$ cat src/rtl/luhn_pkg.sv
// Shared types, ASCII constants and helpers
// for the Luhn UART sequencer.
package luhn_pkg;

    typedef enum logic [1:0] {
        S_IDLE,
        S_COLLECT,
        S_CHECK,
        S_SEND
    } luhn_state_t;

    localparam logic [7:0] CH_ZERO  = 8'h30;
    localparam logic [7:0] CH_NINE  = 8'h39;
    localparam logic [7:0] CH_SPACE = 8'h20;
    localparam logic [7:0] CH_CR    = 8'h0D;
    localparam logic [7:0] CH_LF    = 8'h0A;
    localparam logic [7:0] CH_V     = 8'h56;
    localparam logic [7:0] CH_I     = 8'h49;
    localparam logic [7:0] CH_E     = 8'h45;

    // Doubled digit folded back into 0..9.
    function automatic logic [3:0] luhn_dbl(
        input logic [3:0] d
    );
        logic [4:0] t;
        t = {d, 1'b0};
        if (t > 5'd9) begin
            t = t - 5'd9;
        end
        return t[3:0];
    endfunction

endpackage

$ cat src/rtl/luhn_acc.sv
// Dual mod-10 accumulators: one doubles digits at
// even index, the other at odd index.
module luhn_acc
    import luhn_pkg::*;
(
    input  logic       clk,
    input  logic       rst,
    input  logic       clr,
    input  logic       dv,
    input  logic [3:0] digit,
    input  logic       parity,
    output logic [3:0] sum_e,
    output logic [3:0] sum_o
);

    logic [3:0] base_e;
    logic [3:0] base_o;
    logic [3:0] add_e;
    logic [3:0] add_o;

    function automatic logic [3:0] add10(
        input logic [3:0] a,
        input logic [3:0] b
    );
        logic [4:0] s;
        s = {1'b0, a} + {1'b0, b};
        if (s >= 5'd10) begin
            s = s - 5'd10;
        end
        return s[3:0];
    endfunction

    // Operand selection: clear-and-load starts from zero.
    always_comb begin
        base_e = clr ? 4'd0 : sum_e;
        base_o = clr ? 4'd0 : sum_o;
        add_e  = parity ? digit : luhn_dbl(digit);
        add_o  = parity ? luhn_dbl(digit) : digit;
    end

    // Accumulator registers.
    always_ff @(posedge clk) begin
        if (rst) begin
            sum_e <= 4'd0;
            sum_o <= 4'd0;
        end else if (dv) begin
            sum_e <= add10(base_e, add_e);
            sum_o <= add10(base_o, add_o);
        end else if (clr) begin
            sum_e <= 4'd0;
            sum_o <= 4'd0;
        end
    end

endmodule

$ cat src/rtl/luhn_uart_sequencer.sv
// Collects ASCII digits, runs a streaming Luhn
// check and answers each line with a 3-byte verdict.
module luhn_uart_sequencer
    import luhn_pkg::*;
#(
    parameter int MIN_DIGITS = 13,
    parameter int MAX_DIGITS = 19
) (
    input  logic       clk,
    input  logic       rst,
    input  logic       rx_valid,
    input  logic [7:0] rx_data,
    output logic       tx_valid,
    input  logic       tx_ready,
    output logic [7:0] tx_data,
    output logic       busy,
    output logic       done,
    output logic       halt
);

    localparam logic [4:0] MAX_W = 5'(MAX_DIGITS);
    localparam logic [4:0] MIN_W = 5'(MIN_DIGITS);

    luhn_state_t state_q, state_d;
    logic [4:0]  count_q, count_d;
    logic        err_q, err_d;
    logic [1:0]  idx_q, idx_d;
    logic [7:0]  verdict_q, verdict_d;
    logic        halt_q, halt_d;
    logic        done_q, done_d;

    logic        acc_clr;
    logic        acc_dv;
    logic        acc_par;
    logic [3:0]  sum_e;
    logic [3:0]  sum_o;
    logic [3:0]  sel_sum;
    logic [4:0]  cnt_inc;
    logic        is_digit;
    logic        is_space;
    logic        is_term;

    luhn_acc u_acc (
        .clk    (clk),
        .rst    (rst),
        .clr    (acc_clr),
        .dv     (acc_dv),
        .digit  (rx_data[3:0]),
        .parity (acc_par),
        .sum_e  (sum_e),
        .sum_o  (sum_o)
    );

    // Byte classification and saturating count.
    always_comb begin
        is_digit = (rx_data >= CH_ZERO)
                && (rx_data <= CH_NINE);
        is_space = (rx_data == CH_SPACE);
        is_term  = (rx_data == CH_CR)
                || (rx_data == CH_LF);
        cnt_inc  = (count_q == 5'd31)
                 ? 5'd31 : count_q + 5'd1;
        sel_sum  = count_q[0] ? sum_o : sum_e;
    end

    // Next-state and datapath control.
    always_comb begin
        state_d   = state_q;
        count_d   = count_q;
        err_d     = err_q;
        idx_d     = idx_q;
        verdict_d = verdict_q;
        halt_d    = halt_q;
        done_d    = 1'b0;
        acc_clr   = 1'b0;
        acc_dv    = 1'b0;
        acc_par   = 1'b0;
        unique case (state_q)
            S_IDLE: begin
                if (rx_valid) begin
                    if (is_digit) begin
                        acc_clr = 1'b1;
                        acc_dv  = 1'b1;
                        count_d = 5'd1;
                        err_d   = 1'b0;
                        state_d = S_COLLECT;
                    end else if (!is_space && !is_term) begin
                        err_d   = 1'b1;
                        state_d = S_COLLECT;
                    end
                end
            end
            S_COLLECT: begin
                if (rx_valid) begin
                    if (is_digit) begin
                        acc_dv  = 1'b1;
                        acc_par = count_q[0];
                        count_d = cnt_inc;
                        if (cnt_inc > MAX_W) begin
                            err_d = 1'b1;
                        end
                    end else if (is_term) begin
                        state_d = S_CHECK;
                    end else if (!is_space) begin
                        err_d = 1'b1;
                    end
                end
            end
            S_CHECK: begin
                if (rx_valid) begin
                    halt_d = 1'b1;
                end
                if (err_q || (count_q < MIN_W)) begin
                    verdict_d = CH_E;
                end else if (sel_sum == 4'd0) begin
                    verdict_d = CH_V;
                end else begin
                    verdict_d = CH_I;
                end
                idx_d   = 2'd0;
                state_d = S_SEND;
            end
            S_SEND: begin
                if (rx_valid) begin
                    halt_d = 1'b1;
                end
                if (tx_ready) begin
                    if (idx_q == 2'd2) begin
                        done_d  = 1'b1;
                        err_d   = 1'b0;
                        count_d = 5'd0;
                        idx_d   = 2'd0;
                        state_d = S_IDLE;
                    end else begin
                        idx_d = idx_q + 2'd1;
                    end
                end
            end
            default: state_d = S_IDLE;
        endcase
    end

    // State and control registers.
    always_ff @(posedge clk) begin
        if (rst) begin
            state_q   <= S_IDLE;
            count_q   <= 5'd0;
            err_q     <= 1'b0;
            idx_q     <= 2'd0;
            verdict_q <= 8'd0;
            halt_q    <= 1'b0;
            done_q    <= 1'b0;
        end else begin
            state_q   <= state_d;
            count_q   <= count_d;
            err_q     <= err_d;
            idx_q     <= idx_d;
            verdict_q <= verdict_d;
            halt_q    <= halt_d;
            done_q    <= done_d;
        end
    end

    // Transmit byte selection and status outputs.
    always_comb begin
        tx_valid = (state_q == S_SEND);
        tx_data  = 8'd0;
        if (state_q == S_SEND) begin
            unique case (idx_q)
                2'd0:    tx_data = verdict_q;
                2'd1:    tx_data = CH_CR;
                2'd2:    tx_data = CH_LF;
                default: tx_data = 8'd0;
            endcase
        end
        busy = (state_q != S_IDLE);
        done = done_q;
        halt = halt_q;
    end

endmodule
$ cat config.mk
export PLATFORM = sky130hd
export DESIGN_NAME = luhn_uart_sequencer
export DESIGN_NICKNAME = d
export VERILOG_FILES = /design/src/rtl/luhn_pkg.sv /design/src/rtl/luhn_acc.sv /design/src/rtl/luhn_uart_sequencer.sv
export SDC_FILE = /design/constraint.sdc
export NUM_CORES = 1
export LEC_CHECK = 0
export CORE_MARGIN = 8
export CORE_UTILIZATION = 55
export CTS_CLUSTER_SIZE = 12
export DETAILED_ROUTE_END_ITERATION = 16
export PLACE_DENSITY = 0.86
export SYNTH_ARGS = -nofsm -noshare
export SYNTH_HDL_FRONTEND = slang
export SYNTH_SLANG_ARGS = --single-unit
$ cat constraint.sdc
create_clock -name clk -period 9.2 [get_ports clk]
set_clock_uncertainty 0.2 [all_clocks]
set_input_delay 1.84 -clock clk [delete_from_list [all_inputs] [get_ports clk]]
set_output_delay 1.84 -clock clk [all_outputs]
set_load 0.02 [all_outputs]
==> metrics.md, run 1 <==
| Metric | Value |
|---|---|
| Row cnt | `23` |
| Final Max Slew Viols | `0` |
| Vias in the first global route | `1871` |
| Overall power | `0.000383 W` |
| Core area | `3880 um2` |
| Main flop type after synthesis | `dfxtp_1` |
| Critical path type | `in -> reg` |
| Tmin final | `5.77 ns` |
| Ys Warns | `0` |
| Remaining DRCs | `0` |
| CTS tree | `built` |
| Avg Synthesized Cell Area | `7.90 um2` |
| Slack of the critical path | `3.43 ns` |
| Cells after Synth | `274` |
| Slew @ Worst Pin | `0.921 ns` |
| Post-CTS Setup Inserts | `0` |
| Final wirelength | `4.69 mm` |
| Via-to-Cell Ratio | `5.81` |
| Synth cell types | `58` |
| Comb power frac | `46.0%` |
| Wirelength per Cell | `13.9 um` |
| DRT Pass-1 Iters | `4` |
| Die width | `78.7 um` |
| Status | `finished, final reports clean` |
| Initial core utilization | `55.7%` |
| #FFs+latches synth | `25` |
| Final period util | `62.7%` |
| Rel. slew slack | `38.1%` |
| Top cell type's share of synthesized area | `23.1%` |
| Setup WS pre-CTS | `3.16 ns` |
| Commonest non-fill, non-tap cell in the layout | `nor2_1` |
| Final Util | `62.1%` |
| Area grow syn2layout | `11.4%` |
| Worst VDD drop | `0.111 mV` |
| DP HPWL | `3.58 mm` |
| CTS sink count | `25` |
| Seq/Total Area, Yosys | `23.1%` |
| # setup viols final | `0` |
| Leading area contributor after synthesis | `dfxtp_1` |
| Layout cells sized above 1 | `8.74%` |
| Psw | `0.000156 W` |
| Startpoint types | `primary input` |
| Asr flop ratio synth | `0%` |
| Die height | `78.7 um` |
| Port Buffers | `21` |
| Via Count | `1952` |
| GRT overflow | `0` |
| Number of H-tree levels | `1` |
| LEAKAGE | `0.973 nW` |
| Final GP Congestion | `0.845` |
| Clk Tree Root Cell | `clkbuf_8` |
| Ant diodes | `0` |
| Post-DRT Antenna Nets | `0` |
| Total die area | `6200 um2` |
| Final hold violation count | `0` |
| CTS buffer count | `3` |
| Nets | `324` |
| Critical path data arrival time | `5.75 ns` |
| Initial antenna violation count | `0` |
| Iteration-0 DRC Markers | `128` |
| Clock power frac | `17.4%` |
| Clk slew on worst S/H paths | `0.09 ns` |
| Required time worst endpoint | `9.18 ns` |
| Final TNS setup | `0 ns` |
| RSZ-0062 raised after global routing | `false` |
| Post-synth EDFFs | `0` |
| Int Pwr | `0.000227 W` |
| Largest net degree at the start of global routing | `25` |
| Gr usage total | `15.2%` |
| PD cells | `159 nW/um2` |
| Mapped Area | `2160 um2` |
| Setup crit end kind | `flop` |
| Max FO, Critical Path | `12` |
| First-pass GRT wire length | `7.95 mm` |
| Clock buffer depth | `2` |
| Top post-synthesis cells by area | `dfxtp_1 (23%), ha_1 (13%), nor2_1 (5.5%), a21oi_1 (4.4%), o21ai_0 (3.7%)` |
| PostCTS Resize Cnt | `0` |
| Commonest cells after routing, fill and taps aside | `nor2_1 (32), dfxtp_1 (25), ha_1 (23)` |
| CTS Hold Bufs | `0` |
| Sw frac | `40.7%` |
| Top-Level Pins | `24` |
| Achievable Freq | `173 MHz` |
| Sequential power share | `36.6%` |
| Max-cap violations | `0` |
| Hold WC Path Type | `reg -> reg` |
| Worst skew pair latency | `0.27 ns` |
==> path summary, 6_finish.rpt <==
check	start	to	slack (ns)	cells after the start
max	rx_data[0]	u_acc.sum_o[2]$_SDFF_PP0_	3.43	19
min reg2reg	halt$_SDFFE_PP0P_	halt$_SDFFE_PP0P_	0.25	2
min	halt$_SDFFE_PP0P_	halt$_SDFFE_PP0P_	0.25	2
max reg2reg	state_q[1]$_SDFFE_PP0P_	u_acc.sum_o[2]$_SDFF_PP0_	5.01	18
==> synth_stat cells, types with 3 or more instances <==
| master | count |
|---|---|
| or3_1 | 4 |
| and2_2 | 6 |
| o21ai_0 | 16 |
| dfxtp_1 | 25 |
| nor2b_1 | 3 |
| a21boi_0 | 5 |
| a21oi_1 | 19 |
| nor3b_1 | 3 |
| clkbuf_1 | 8 |
| a211oi_1 | 9 |
| mux2i_1 | 6 |
| nand2b_1 | 3 |
| and3_1 | 4 |
| nand3_1 | 6 |
| nor2_1 | 32 |
| inv_1 | 20 |
| nand2_1 | 21 |
| nor3_1 | 5 |
| a21o_1 | 4 |
| xnor2_1 | 3 |
| ha_1 | 23 |
==> stage by stage <==
| stage | std cells | area (um2) | hold WS (ns) |
|---|---|---|---|
| finish | 336 | 2410 | 0.250 |
| CTS | 336 | 2410 | 0.253 |
| global route | 336 | 2410 | 0.289 |
| detailed placement | 332 | 2360 | 0.240 |
| floorplan | 275 | 2170 | 0.227 |
| global placement | 332 | 2360 | 0.239 |
==> registers in the layout, summed over array words and instances (netlist names) <==
register,count
u_acc.sum_o,4
count_q,5
verdict_q,5
idx_q,2
state_q,2
u_acc.sum_e,4
halt,1
done,1
err_q,1
==> power by group through the flow <==
stage | logic [W] | registers [W] | clock network, W
after floorplan | 0.000133 | 0.000137 | 0
after global placement | 0.000168 | 0.000141 | 0
after detailed placement | 0.000172 | 0.000142 | 0
after CTS | 0.000175 | 0.000140 | 0.0000690
after global routing | 0.000194 | 0.000142 | 0.0000739
final | 0.000176 | 0.000140 | 0.0000666
==> cells by family after synthesis <==
logic type | count (synthesis) | synth area share [%]
buffers and inverters | 34 | 7.05
AO/OA/AOI/OAI | 75 | 24.2
XOR/XNOR | 4 | 1.62
multiplexers | 7 | 3.29
flip-flops | 25 | 23.1
other | 1 | 0.173
AND/OR/NAND/NOR | 102 | 24.9
adder cells (fa/ha/maj) | 26 | 15.7
==> area by class of cell <==
class	count	area, um2
fillers	362	1470
well taps	50	62.6
multi-input cells	216	1520
clock buffers	3	41.3
inverters	20	75.1
flip-flops and latches	25	500
repair buffers	21	210
clock inverters	1	7.51
==> per-layer routing <==
layer | wire length [um] | global-route usage [%] | up-vias | share of wire (%)
met1 | 2140 | 17.4 | 915 | 46
met5 | 0 | 0 | - | 0
met3 | 157 | 1.92 | 9 | 3.4
met4 | 104 | 7.22 | 0 | 2.2
met2 | 2290 | 27.4 | 37 | 49
li1 | - | - | 991 | -
==> critical path, stage by stage <==
cell and delay, ns:
clkdlybuf4s50_1 0.47, inv_1 0.16, ha_1 0.27, o21bai_4 0.11
a211o_2 0.43, nand2_1 0.09, o21ai_0 0.09, ha_1 0.24
fa_1 0.43, nand3_1 0.10, a211oi_1 0.05, a211oi_1 0.27
and3_1 0.22, nor2_1 0.06, inv_1 0.07, ha_1 0.17
a22oi_2 0.08, or3_1 0.33, a311oi_1 0.25
Power figures use the tool's default switching activity.
==> run 2, diff against run 1 <==
==> constraint.sdc (replaced) <==
create_clock -name clk -period 5.4 [get_ports clk]
set_clock_uncertainty 0.2 [all_clocks]
set_input_delay 1.08 -clock clk [delete_from_list [all_inputs] [get_ports clk]]
set_output_delay 1.08 -clock clk [all_outputs]
set_load 0.02 [all_outputs]
==> run 2 against run 1 <==
Via count shrank 0.26%. Core utilization grew 0.64 points. Design area grew 1.0%. Setup slack lost 3.1 ns. Die area is the same. Critical path type unchanged. Largest power group unchanged.
==> metrics.md, run 2 (synthesis gave the netlist of run 1 again) <==
| Metric | Value |
|---|---|
| Clock buffer depth | `2 (unchanged)` |
| Worst skew pair latency | `0.27 ns (about the same)` |
| Commonest cells after routing, fill and taps aside | `nor2_1 (32), dfxtp_1 (25), ha_1 (22)` |
| Clk Tree Root Cell | `clkbuf_8` |
| Commonest non-fill, non-tap cell in the layout | `nor2_1` |
| Port Buffers | `21 (unchanged)` |
| CTS sink count | `25 (unchanged)` |
| R2R setup slack | `1.19 ns (-3.82 ns)` |
| Fin cells | `339 (+0.89%)` |
| Post-DRT Antenna Nets | `0 (unchanged)` |
| Slew @ Worst Pin | `1.00 ns (+0.0824 ns)` |
| CTS tree | `built` |
| Final wirelength | `4.72 mm (+0.75%)` |
| Row cnt | `23 (unchanged)` |
| DP HPWL | `3.57 mm (-0.29%)` |
| Initial core utilization | `55.7% (unchanged)` |
| Tmin final | `5.04 ns` |
| CTS buffer count | `3 (unchanged)` |
| Total die area | `6200 um2 (unchanged)` |
| Slack of the critical path | `0.363 ns (-3.06 ns)` |
| Post-Place Cell Area | `2390 um2 (+0.95%)` |
| Nets | `327 (+0.93%)` |
| Final period util | `93.3%` |
| Final hold violation count | `0 (unchanged)` |
| Remaining DRCs | `0 (unchanged)` |
| GRT overflow | `0 (unchanged)` |
| Area grow syn2layout | `12.6%` |
| Status | `finished, final reports clean` |
| Worst VDD drop | `0.220 mV (+99%)` |
| Top flop regs | `count_q (5), verdict_q (5)` |
| Critical path data arrival time | `5.00 ns (-0.75 ns)` |
| Initial antenna violation count | `0 (unchanged)` |
| Max FO, Critical Path | `12 (unchanged)` |
| PD cells | `268 nW/um2 (+69%)` |
| Clk slew on worst S/H paths | `0.09 ns (about the same)` |
| Largest net degree at the start of global routing | `25 (unchanged)` |
| RSZ-0062 raised after global routing | `false` |
| Number of H-tree levels | `1 (unchanged)` |
| Vias in the first global route | `1798 (-3.9%)` |
| Achievable Freq | `199 MHz` |
| Final TNS setup | `0 ns (unchanged)` |
| Design Area, Final | `2440 um2 (+1.0%)` |
| DRT Pass-1 Iters | `6 (+2)` |
| LEAKAGE | `0.985 nW (+1.3%)` |
| CTS Hold Bufs | `0 (unchanged)` |
| Die height | `78.7 um (unchanged)` |
| Via-to-Cell Ratio | `5.74 (-1.1%)` |
| Setup WS pre-CTS | `0.0654 ns (-3.10 ns)` |
| Critical path type | `in -> reg` |
| Via Count | `1947 (-0.26%)` |
| Required time worst endpoint | `5.36 ns (-3.82 ns)` |
| Rel. slew slack | `32.6% (-5.5 points)` |
| Layout cells sized above 1 | `10.0% (+1.3 points)` |
| # setup viols final | `0 (unchanged)` |
| Wirelength per Cell | `13.9 um (-0.14%)` |
| Setup crit end kind | `flop` |
| Ant diodes | `0 (unchanged)` |
| Final Max Slew Viols | `0 (unchanged)` |
| Core area | `3880 um2 (unchanged)` |
| Top-Level Pins | `24 (unchanged)` |
| Die width | `78.7 um (unchanged)` |
| Inst Count DP | `335 (+0.90%)` |
| Hold WC Path Type | `reg -> reg` |
| Final GP Congestion | `0.829 (-1.8%)` |
| Startpoint types | `primary input` |
| Gr usage total | `15.3% (+0.078 points)` |
| First-pass GRT wire length | `7.91 mm (-0.43%)` |
| Iteration-0 DRC Markers | `111 (-13%)` |
| Max-cap violations | `0 (unchanged)` |
## run 2: changes by cell type in the layout (fill, tap and decap cells not counted), sizes merged
cell	before	now
buf	0	3
## run 2: worst max-delay path: stages
cell and delay [ns]:
clkdlybuf4s50_1 0.47, inv_1 0.17, ha_2 0.25, o21bai_4 0.11, a211o_2 0.43, nand2_1 0.09, o21ai_0 0.08, ha_1 0.24
fa_1 0.44, nand3_1 0.10, a211oi_1 0.05, a211oi_1 0.29, and3_1 0.21, nor2_1 0.05, inv_1 0.07, ha_1 0.18
a22oi_2 0.08, or3_1 0.32, a311oi_1 0.29
## run 2: timing repair
| action | in CTS | in global routing |
|---|---|---|
| buffers inserted | 0 | 0 |
| setup endpoints to repair | 0 | 1 |
| resized for setup | 0 | 1 |
## run 2: worst paths after layout
check	from	end	cells after the start
worst max register to register	state_q[1]$_SDFFE_PP0P_	u_acc.sum_o[2]$_SDFF_PP0_	18
worst min register to register	halt$_SDFFE_PP0P_	halt$_SDFFE_PP0P_	2
worst max-delay path	rx_data[0]	u_acc.sum_o[2]$_SDFF_PP0_	19
worst min-delay path	halt$_SDFFE_PP0P_	halt$_SDFFE_PP0P_	2
## run 2: layout make-up
type                       count  area [um2]
multi-input combinational    216        1520
fill                         350        1450
sequential                    25         500
timing repair buffer          24         233
inverter                      20        75.1
tap                           50        62.6
clock buffer                   3        41.3
clock inverter                 1        7.51
## run 2: per-stage QoR
step / utilization, % / total power, W / hold WS, ns
floorplan: - / 0.000459 / 0.227
global placement: 61.4 / 0.000531 / 0.238
detailed placement: 61.4 / 0.000541 / 0.248
CTS: 62.7 / 0.000658 / 0.260
global route: 62.7 / 0.000704 / 0.289
finish: 62.7 / 0.000653 / 0.255
## run 2: routing by layer
layer | global-route usage (%) | up-vias | routed length, um
li1 | - | 997 | -
met1 | 19.4 | 897 | 2210
met2 | 25.5 | 49 | 2250
met3 | 2.03 | 4 | 205
met4 | 6.30 | 0 | 59
met5 | 0 | - | 0
## run 2: power breakdown
part | switching (W) | internal (W) | total [W]
sequential | 0.0000268 | 0.000212 | 0.000239
clock | 0.0000590 | 0.0000522 | 0.000111
combinational | 0.000178 | 0.000125 | 0.000303
total | 0.000264 | 0.000389 | 0.000653
